===== config.mk =====
export PLATFORM = sky130hd
export DESIGN_NAME = minimig_resetctrl_flat
export DESIGN_NICKNAME = d
export VERILOG_FILES = /design/src/rtl/minimig_resetctrl_pkg.sv /design/src/rtl/minimig_resetctrl_if.sv /design/src/rtl/minimig_rstdom.sv /design/src/rtl/minimig_resetctrl.sv /design/src/flat_wrapper.sv
export SDC_FILE = /design/constraint.sdc
export NUM_CORES = 1
export LEC_CHECK = 0
export BUFFER_PORTS_ARGS = -buffer_cell sky130_fd_sc_hd__buf_2
export CAP_MARGIN = 20
export CORE_MARGIN = 4
export CORE_UTILIZATION = 36
export CTS_CLUSTER_DIAMETER = 100
export CTS_CLUSTER_SIZE = 14
export DETAILED_ROUTE_END_ITERATION = 8
export HOLD_SLACK_MARGIN = 0.15
export SYNTH_ARGS = -nofsm -noshare
export SYNTH_HDL_FRONTEND = slang
export SYNTH_SLANG_ARGS = --single-unit

===== constraint.sdc =====
create_clock -name i_clk -period 3.7 [get_ports i_clk]
set_clock_uncertainty 0.15 [all_clocks]
set_input_delay 0.37 -clock i_clk [delete_from_list [all_inputs] [get_ports i_clk]]
set_output_delay 0.37 -clock i_clk [all_outputs]
set_load 0.02 [all_outputs]

===== src/rtl/minimig_resetctrl_pkg.sv =====
// Shared constants for the reset controller: cause-register bit positions and
// the per-domain release threshold used by both the top and each domain slice.
package minimig_resetctrl_pkg;

    localparam int CAUSE_POR      = 0;
    localparam int CAUSE_BOOTDONE = 1;
    localparam int CAUSE_SRC0     = 2;

    // Later domains wait 'stagger' extra pulses each so release is ordered by index.
    function automatic int thr(input int d, input int hold, input int stagger);
        return hold + d * stagger;
    endfunction

endpackage


===== src/rtl/minimig_resetctrl_if.sv =====
// Control/status bundle between the reset controller and its environment.
// The master side drives the enables and requests; the slave side returns the resets.
interface minimig_resetctrl_if #(
    parameter int NSRC = 2,
    parameter int NDOM = 3
);
    logic            clk7_en;
    logic            cnt;
    logic [NSRC-1:0] req;
    logic            bootdone;
    logic            cause_clr;
    logic [NDOM-1:0] rst_out;
    logic            boot;
    logic [NSRC+1:0] cause;

    modport master (
        output clk7_en, cnt, req, bootdone, cause_clr,
        input  rst_out, boot, cause
    );

    modport slave (
        input  clk7_en, cnt, req, bootdone, cause_clr,
        output rst_out, boot, cause
    );
endinterface


===== src/rtl/minimig_rstdom.sv =====
// One reset domain: pulse counter saturating at THR with a registered reset output.
// The output follows the counter's next value, so rst_out is 0 exactly when the counter sits at THR.
module minimig_rstdom #(
    parameter int CNT_W    = 4,
    parameter int THR      = 4,
    parameter bit FAST_SIM = 1'b0
) (
    input  logic i_clk,
    input  logic i_rst,
    input  logic i_en,
    input  logic i_cnt,
    input  logic i_clr,
    output logic o_rst
);
    localparam logic [CNT_W-1:0] THR_V = CNT_W'(THR);

    logic [CNT_W-1:0] r_count;
    logic [CNT_W-1:0] w_count_nxt;
    logic             r_rst;

    always_comb begin
        w_count_nxt = r_count;
        if (i_clr) begin
            w_count_nxt = '0;
        end else if ((r_count != THR_V) && (i_cnt || FAST_SIM)) begin
            w_count_nxt = r_count + CNT_W'(1);
        end
    end

    always_ff @(posedge i_clk or posedge i_rst) begin
        if (i_rst) begin
            r_count <= '0;
            r_rst   <= 1'b1;
        end else if (i_en) begin
            r_count <= w_count_nxt;
            r_rst   <= (w_count_nxt != THR_V);
        end
    end

    assign o_rst = r_rst;

endmodule


===== src/rtl/minimig_resetctrl.sv =====
// Multi-source, multi-domain reset generator with staggered release, boot flag and sticky cause.
// Requests reach rst_out after 3 enabled cycles (2-flop sync + domain register); bootdone after 1.
module minimig_resetctrl
    import minimig_resetctrl_pkg::*;
#(
    parameter int                   NSRC     = 2,
    parameter int                   NDOM     = 3,
    parameter int                   CNT_W    = 4,
    parameter int                   HOLD     = 4,
    parameter int                   STAGGER  = 2,
    parameter logic [NSRC*NDOM-1:0] SRC_MASK = '1,
    parameter bit                   FAST_SIM = 1'b0
) (
    input  logic                i_clk,
    input  logic                i_reset,
    minimig_resetctrl_if.slave  bus
);
    localparam int               CAUSE_W   = NSRC + 2;
    localparam logic [CAUSE_W-1:0] CAUSE_RST = CAUSE_W'(1) << CAUSE_POR;

    logic [NSRC-1:0]    r_sync1;
    logic [NSRC-1:0]    r_sync2;
    logic               r_boot;
    logic [CAUSE_W-1:0] r_cause;
    logic [CAUSE_W-1:0] w_cause_set;
    logic [NDOM-1:0]    w_rst;

    // A source cause is latched on the edge its synchronised level rises.
    assign w_cause_set[CAUSE_POR]      = 1'b0;
    assign w_cause_set[CAUSE_BOOTDONE] = bus.bootdone;
    for (genvar gs = 0; gs < NSRC; gs++) begin : g_src
        assign w_cause_set[CAUSE_SRC0+gs] = r_sync1[gs] & ~r_sync2[gs];
    end

    always_ff @(posedge i_clk or posedge i_reset) begin
        if (i_reset) begin
            r_sync1 <= '0;
            r_sync2 <= '0;
            r_boot  <= 1'b1;
            r_cause <= CAUSE_RST;
        end else if (bus.clk7_en) begin
            r_sync1 <= bus.req;
            r_sync2 <= r_sync1;
            if (bus.bootdone) begin
                r_boot <= 1'b0;
            end
            r_cause <= (bus.cause_clr ? '0 : r_cause) | w_cause_set;
        end
    end

    for (genvar gd = 0; gd < NDOM; gd++) begin : g_dom
        logic [NSRC-1:0] w_hit;
        logic            w_clr;

        for (genvar gs = 0; gs < NSRC; gs++) begin : g_hit
            assign w_hit[gs] = r_sync2[gs] & SRC_MASK[gs*NDOM+gd];
        end
        assign w_clr = (|w_hit) | bus.bootdone;

        minimig_rstdom #(
            .CNT_W    (CNT_W),
            .THR      (thr(gd, HOLD, STAGGER)),
            .FAST_SIM (FAST_SIM)
        ) u_dom (
            .i_clk (i_clk),
            .i_rst (i_reset),
            .i_en  (bus.clk7_en),
            .i_cnt (bus.cnt),
            .i_clr (w_clr),
            .o_rst (w_rst[gd])
        );
    end

    assign bus.rst_out = w_rst;
    assign bus.boot    = r_boot;
    assign bus.cause   = r_cause;

endmodule


===== src/flat_wrapper.sv =====
// flat-port wrapper written by rule: the top's interface ports become plain ports
module minimig_resetctrl_flat import minimig_resetctrl_pkg::*;
#(
    parameter int                   NSRC     = 2,
    parameter int                   NDOM     = 3,
    parameter int                   CNT_W    = 4,
    parameter int                   HOLD     = 4,
    parameter int                   STAGGER  = 2,
    parameter logic [NSRC*NDOM-1:0] SRC_MASK = '1,
    parameter bit                   FAST_SIM = 1'b0
)
  (i_clk, i_reset, bus_clk7_en, bus_cnt, bus_req, bus_bootdone, bus_cause_clr, bus_rst_out, bus_boot, bus_cause);
  minimig_resetctrl_if #(.NSRC(NSRC), .NDOM(NDOM)) bus_i ();
  input  logic i_clk;
  input  logic i_reset;
  input wire logic [$bits(bus_i.clk7_en)-1:0] bus_clk7_en;
  input wire logic [$bits(bus_i.cnt)-1:0] bus_cnt;
  input wire logic [$bits(bus_i.req)-1:0] bus_req;
  input wire logic [$bits(bus_i.bootdone)-1:0] bus_bootdone;
  input wire logic [$bits(bus_i.cause_clr)-1:0] bus_cause_clr;
  output wire logic [$bits(bus_i.rst_out)-1:0] bus_rst_out;
  output wire logic [$bits(bus_i.boot)-1:0] bus_boot;
  output wire logic [$bits(bus_i.cause)-1:0] bus_cause;
  assign bus_i.clk7_en = bus_clk7_en;
  assign bus_i.cnt = bus_cnt;
  assign bus_i.req = bus_req;
  assign bus_i.bootdone = bus_bootdone;
  assign bus_i.cause_clr = bus_cause_clr;
  assign bus_rst_out = bus_i.rst_out;
  assign bus_boot = bus_i.boot;
  assign bus_cause = bus_i.cause;
  minimig_resetctrl #(.NSRC(NSRC), .NDOM(NDOM), .CNT_W(CNT_W), .HOLD(HOLD), .STAGGER(STAGGER), .SRC_MASK(SRC_MASK), .FAST_SIM(FAST_SIM)) u_core (.i_clk(i_clk), .i_reset(i_reset), .bus(bus_i));
endmodule

==> results of run 1 <==
[synth_stat cells (all sizes together)]
library cell / n / area, sq um
a21bo: 1 / 10.0
a21boi: 3 / 22.5
a21o: 1 / 7.51
a21oi: 5 / 25.0
a22o: 2 / 17.5
a311o: 1 / 10.0
a31oi: 1 / 6.26
a32o: 3 / 30.0
a41o: 1 / 10.0
and2: 1 / 6.26
and3: 1 / 6.26
buf: 6 / 38.8
clkbuf: 2 / 7.51
dfrtp: 19 / 475
dfstp: 5 / 131
ha: 6 / 75.1
inv: 11 / 41.3
mux2: 4 / 45.0
mux2i: 1 / 10.0
nand2: 10 / 37.5
nand2b: 1 / 6.26
nand3: 4 / 20.0
nand3b: 1 / 7.51
nand4: 3 / 18.8
nand4b: 1 / 8.76
nor2: 8 / 40.0
nor2b: 3 / 18.8
nor3: 2 / 10.0
nor3b: 1 / 7.51
o21a: 2 / 15.0
o21ai: 10 / 50.1
o22ai: 1 / 6.26
o2bb2ai: 1 / 8.76
o311ai: 1 / 8.76
o31ai: 1 / 7.51
o41ai: 2 / 25.0
or3: 2 / 12.5
or3b: 1 / 8.76
xnor2: 1 / 8.76
[power groups by stage]
stage,clock network [uW],logic (uW),registers (uW)
after floorplan,0,53.4,299
after global placement,0,77.1,294
after detailed placement,0,78.6,295
after CTS,198,81.9,291
after global routing,210,91.7,293
final,191,81.0,290
[worst max-delay path, stage by stage]
cell and delay, ps:
dlygate4sd3_1 530, buf_2 140, or3_1 500, o41ai_2 400
o311ai_1 150
[through the flow]
| step | cells | total power (uW) |
|---|---|---|
| detailed placement | 183 | 374 |
| CTS | 191 | 570 |
| finish | 191 | 562 |
| global route | 191 | 595 |
| floorplan | 130 | 353 |
| global placement | 183 | 371 |
[final timing paths]
| check | slack [ps] | endpoint | depth (start not counted) | start |
|---|---|---|---|---|
| worst max-delay path | 1710 | u_core.g_dom[1].u_dom.o_rst | 5 | bus_bootdone |
| worst min-delay path | 250 | u_core.bus.cause[0] | 3 | bus_cause_clr |
| worst max register to register | 1820 | u_core.g_dom[0].u_dom.o_rst | 6 | u_core.g_dom[0].u_dom.r_count[0] |
| worst min register to register | 340 | u_core.bus.boot | 1 | u_core.bus.boot |
| max in group asynchronous | 2230 | u_core.g_dom[1].u_dom.r_count[0] | 3 | i_reset |
| min in group asynchronous | 610 | u_core.g_dom[2].u_dom.r_count[2] | 3 | i_reset |
[layout make-up]
type / instances / area share
Clock inverter: 1 / 0.0203
Sequential cell: 24 / 0.410
Multi-Input combinational cell: 87 / 0.410
Tap cell: 46 / 0.0389
Timing Repair Buffer: 19 / 0.0777
Inverter: 11 / 0.0279
Clock buffer: 3 / 0.0152
[what timing repair did]
action | 4_1_cts | 5_1_grt
buffers inserted | 0 | 0
hold endpoints to repair | 23 | 0
hold buffers | 4 | 0
[flip-flops by register name (all words and copies together), names as in the netlist]
name	flops
u_core.g_dom.u_dom.r_count	12
u_core.r_sync1	2
u_core.bus.boot	1
u_core.bus.cause	4
u_core.g_dom.w_hit	2
u_core.g_dom.u_dom.o_rst	3
[metal layers]
metal / vias up / global-route usage / share of wire
li1: 491 / - / -
met1: 491 / 0.166 / 0.47
met2: 26 / 0.218 / 0.47
met3: 5 / 0.0246 / 0.038
met4: 0 / 0.0447 / 0.016
met5: - / 0 / 0
[kinds of logic (layout without fill, tap and decap cells)]
logic type	count (synthesis)	count (layout)	synth area share
AND/OR/NAND/NOR	39	39	0.160
multiplexers	5	5	0.0423
adder cells (fa/ha/maj)	6	6	0.0576
AO/OA/AOI/OAI	36	36	0.200
XOR/XNOR	1	1	0.00673
flip-flops	24	24	0.466
buffers and inverters	19	34	0.0672
==> impl_metrics.py, run 1 <==
metrics = {
    "grt": {
        "grt_max_degree": 25,
        "antenna_found_initial": 0,
        "grt_overflow": 0,
        "track_usage": 0.130,
        "grt_pass1_wl_mm": 4.57,
        "grt_pass1_vias": 1015,
    },
    "finish": {
        "utilization": 0.434,
        "seq_area_sq_um": 607,
        "area_growth_pct": 13.7,
        "diodes": 0,
        "layout_common_cells": "19 x dfrtp_1, 15 x buf_2, 11 x inv_1",
        "multi_input_area_sq_um": 608,
        "final_common_cell": "dfrtp_1",
        "fin_nets": 160,
        "drive_gt1_frac": 0.221,
        "final_area_sq_mm": 0.00148,
        "nFillCells": 341,
    },
    "drt": {
        "wl_mm": 2.52,
        "wl_per_cell_um": 13.2,
        "first_pass_iters": 4,
        "vias": 1013,
        "ant_nets": 0,
        "remaining_drc_errors": 0,
        "drt_iter0_drc": 40,
        "viasPerCell": 5.30,
    },
    "sta": {
        "worst_pin_slew_ps": 906,
        "finalCritPeriodShare": 0.538,
        "max_freq_ghz": 0.503,
        "final_hold_viol_count": 0,
        "fin_tns_setup_ps": 0,
        "slew_headroom": 0.396,
        "whs_ps": 247,
        "setup_viol": 0,
        "post-route-min-period_ps": 1990,
        "slew_violations": 0,
        "layout_setup_ws_ps": 1710,
        "rsz0062_at_grt": "no",
    },
    "place": {
        "dp_slack_ps": 1840,
        "portBuffers": 15,
        "place.detailed.hpwl_mm": 1.81,
        "gp_congestion": 0.776,
        "place_area_sq_mm": 0.00139,
    },
    "worst_hold_path": {
        "hp-class": "in -> reg",
    },
    "pwr": {
        "power.share.switching": 0.253,
        "internal-power_uw": 420,
        "clockPowerShare": 0.340,
        "switching_power_uw": 142,
        "comb_power_share": 0.144,
        "p_seq_frac": 0.516,
        "power_density_mw_per_mm2": 380,
        "p_leak_uw": 0.000666,
        "irDropWorstVdd_uv": 223,
    },
    "synthesis": {
        "yosysSeqAreaShare": 0.466,
        "synth.distinct_cells": 45,
        "yosys_warnings": 0,
        "avgSynthCellArea_sq_um": 10.0,
        "synth_fp_nets": 144,
        "synth_seq_cells": 24,
        "synth_cells": 130,
        "netlist_area_sq_mm": 0.00130,
    },
    "setup_path": {
        "cp_data_required_time_ps": 3800,
        "path_class": "in -> reg",
        "end_kind": "register",
        "worstPathArrival_ps": 2090,
        "cp_max_fo": 9,
        "critPathLaunchType": "input port",
    },
    "flow_run": {
        "maxCapViolCount": 0,
    },
    "clock_tree": {
        "clkTransAtPathRegs_ps": 140,
        "tritoncts": "yes",
        "clk_latency_ps": 320,
        "clock_sinks": 24,
        "cts_root_buf": "clkbuf_4",
        "ctsResizeCount": 0,
        "cts_buffers": 3,
        "htreeDepth": 1,
        "clk_path_buf_depth": 2,
    },
    "die": {
        "initial_core_util": 0.381,
        "coreArea_sq_mm": 0.00342,
        "floorplan.rows": 21,
        "top_level_ports": 16,
        "dieArea_sq_mm": 0.00464,
        "fp.dieW_um": 68.2,
        "die_height_um": 68.2,
    },
    "outcome": {
        "status": "completed",
    },
}
No activity file was read; power rests on OpenSTA's default activity.
==> inputs of run 2 (changes only) <==
==> constraint.sdc (replaced) <==
create_clock -name i_clk -period 2 [get_ports i_clk]
set_clock_uncertainty 0.15 [all_clocks]
set_input_delay 0.2 -clock i_clk [delete_from_list [all_inputs] [get_ports i_clk]]
set_output_delay 0.2 -clock i_clk [all_outputs]
set_load 0.02 [all_outputs]
==> run 2 against run 1 <==
Effect of this change: via count is 0.49% lower; critical path depth is 1 higher; wire length is 5.6% higher; combinational power is 91% higher; first-iteration DRC count is 38% higher.
==> impl_metrics.py, run 2 (synthesized netlist as in run 1, its figures left out) <==
metrics = {
    "pwr": {
        "comb_power_share": 0.149,
        "power.share.switching": 0.252,
        "switching_power_uw": 263,
        "irDropWorstVdd_uv": 494,
        "p_seq_frac": 0.514,
        "power_density_mw_per_mm2": 694,
        "power_uw": 1040,
        "internal-power_uw": 781,
        "p_leak_uw": 0.000680,
        "clockPowerShare": 0.337,
    },
    "setup_path": {
        "crit_start": "u_core.g_dom[0].u_dom.r_count[0]",
        "end_kind": "register",
        "cp_max_fo": 6,
        "worstPathArrival_ps": 1980,
        "cp_data_required_time_ps": 2110,
        "regToRegStartpoint": "u_core.g_dom[0].u_dom.r_count[0]",
        "critPathLaunchType": "register",
        "path_class": "reg -> reg",
    },
    "die": {
        "floorplan.rows": 21,
        "top_level_ports": 16,
        "initial_core_util": 0.381,
        "coreArea_sq_mm": 0.00342,
        "die_height_um": 68.2,
        "fp.dieW_um": 68.2,
        "dieArea_sq_mm": 0.00464,
    },
    "grt": {
        "track_usage": 0.132,
        "grt_max_degree": 25,
        "grt_pass1_wl_mm": 4.68,
        "met3_usage": 0.0328,
        "grt_pass1_vias": 1052,
        "grt_use_met2": 0.215,
        "top_usage_layer": "met2",
        "grt_overflow": 0,
        "antenna_found_initial": 0,
        "met1_usage": 0.172,
    },
    "drt": {
        "ant_nets": 0,
        "wl_per_cell_um": 13.7,
        "vias": 1008,
        "drt_iter0_drc": 55,
        "wl_mm": 2.66,
        "first_pass_iters": 4,
        "remaining_drc_errors": 0,
        "viasPerCell": 5.20,
    },
    "finish": {
        "fin_nets": 163,
        "largest-register": "u_core.g_dom.u_dom.r_count",
        "layout_common_cells": "19 x dfrtp_1, 15 x buf_2, 11 x inv_1",
        "largest_register_ffs": 12,
        "area_growth_pct": 15.7,
        "final_area_sq_mm": 0.00151,
        "final_common_cell": "dfrtp_1",
        "drive_gt1_frac": 0.230,
        "diodes": 0,
        "utilization": 0.441,
        "instances_no_fill": 194,
    },
    "place": {
        "placed_cells": 185,
        "place.detailed.hpwl_mm": 1.89,
        "gp_congestion": 0.885,
        "place_area_sq_mm": 0.00140,
        "portBuffers": 15,
    },
    "flow_run": {
        "maxCapViolCount": 0,
    },
    "clock_tree": {
        "tritoncts": "yes",
        "clkTransAtPathRegs_ps": 140,
        "htreeDepth": 1,
        "ctsResizeCount": 0,
        "cts_hold_buf": 5,
        "clock_sinks": 24,
        "cts_setup_buffers": 0,
        "clk_path_buf_depth": 2,
        "cts_root_buf": "clkbuf_4",
        "cts_buffers": 3,
        "clk_latency_ps": 320,
    },
    "sta": {
        "rsz0062_at_grt": "no",
        "setup_viol": 0,
        "finalCritPeriodShare": 0.935,
        "fin_tns_setup_ps": 0,
        "slew_headroom": 0.725,
        "max_freq_ghz": 0.534,
        "slew_violations": 0,
        "post-route-min-period_ps": 1870,
        "final_hold_viol_count": 0,
        "worst_pin_slew_ps": 412,
    },
    "outcome": {
        "status": "completed",
    },
    "worst_hold_path": {
        "hp-start": "bus_clk7_en",
        "hp-class": "in -> reg",
    },
}
==> run 2: layout make-up <==
type | instances | area (sq um)
Inverter | 11 | 41.3
Tap cell | 46 | 57.6
Sequential cell | 24 | 607
Timing Repair Buffer | 22 | 140
Clock buffer | 3 | 22.5
Multi-Input combinational cell | 87 | 608
Clock inverter | 1 | 30.0
Fill cell | 340 | 1910
==> run 2: metrics by stage <==
| step | worst slack (ps) | hold slack [ps] |
|---|---|---|
| 2_1_floorplan | 289 | 60.9 |
| 3_3_place_gp | 224 | 108 |
| 3_5_place_dp | 147 | 113 |
| 4_1_cts | 133 | 159 |
| 5_1_grt | 1.58 | 193 |
| 6_report | 129 | 173 |
==> run 2: worst paths after layout <==
path	endpoint	slack, ps	cells after the start
setup / recovery	u_core.g_dom[0].u_dom.o_rst	130	6
hold / removal	u_core.bus.boot	170	3
setup reg to reg	u_core.g_dom[0].u_dom.o_rst	130	6
hold reg to reg	u_core.bus.boot	340	1
max in group asynchronous	u_core.bus.boot	1110	4
min in group asynchronous	u_core.g_dom[2].u_dom.r_count[0]	300	4
==> run 2: routing by layer <==
| layer | up-vias | part of all wire |
|---|---|---|
| met5 | - | 0 |
| met4 | 0 | 0.0056 |
| met3 | 2 | 0.042 |
| met2 | 19 | 0.47 |
| met1 | 485 | 0.48 |
| li1 | 502 | - |
==> run 2: power by group through the flow <==
| stage | sequential [uW] | combinational, uW | clock, uW |
|---|---|---|---|
| 2_1_floorplan | 553 | 98.7 | 0 |
| 3_3_place_gp | 544 | 148 | 0 |
| 3_5_place_dp | 546 | 149 | 0 |
| 4_1_cts | 538 | 158 | 363 |
| 5_1_grt | 542 | 176 | 386 |
| 6_report | 537 | 155 | 352 |
==> run 2: worst max-delay path, cell delays in order, from the launching register on <==
cell and delay (ps):
dfrtp_1 450, inv_1 90, ha_1 210, nor2b_1 140, a21boi_1 310, nand3b_1 120
a311o_1 360
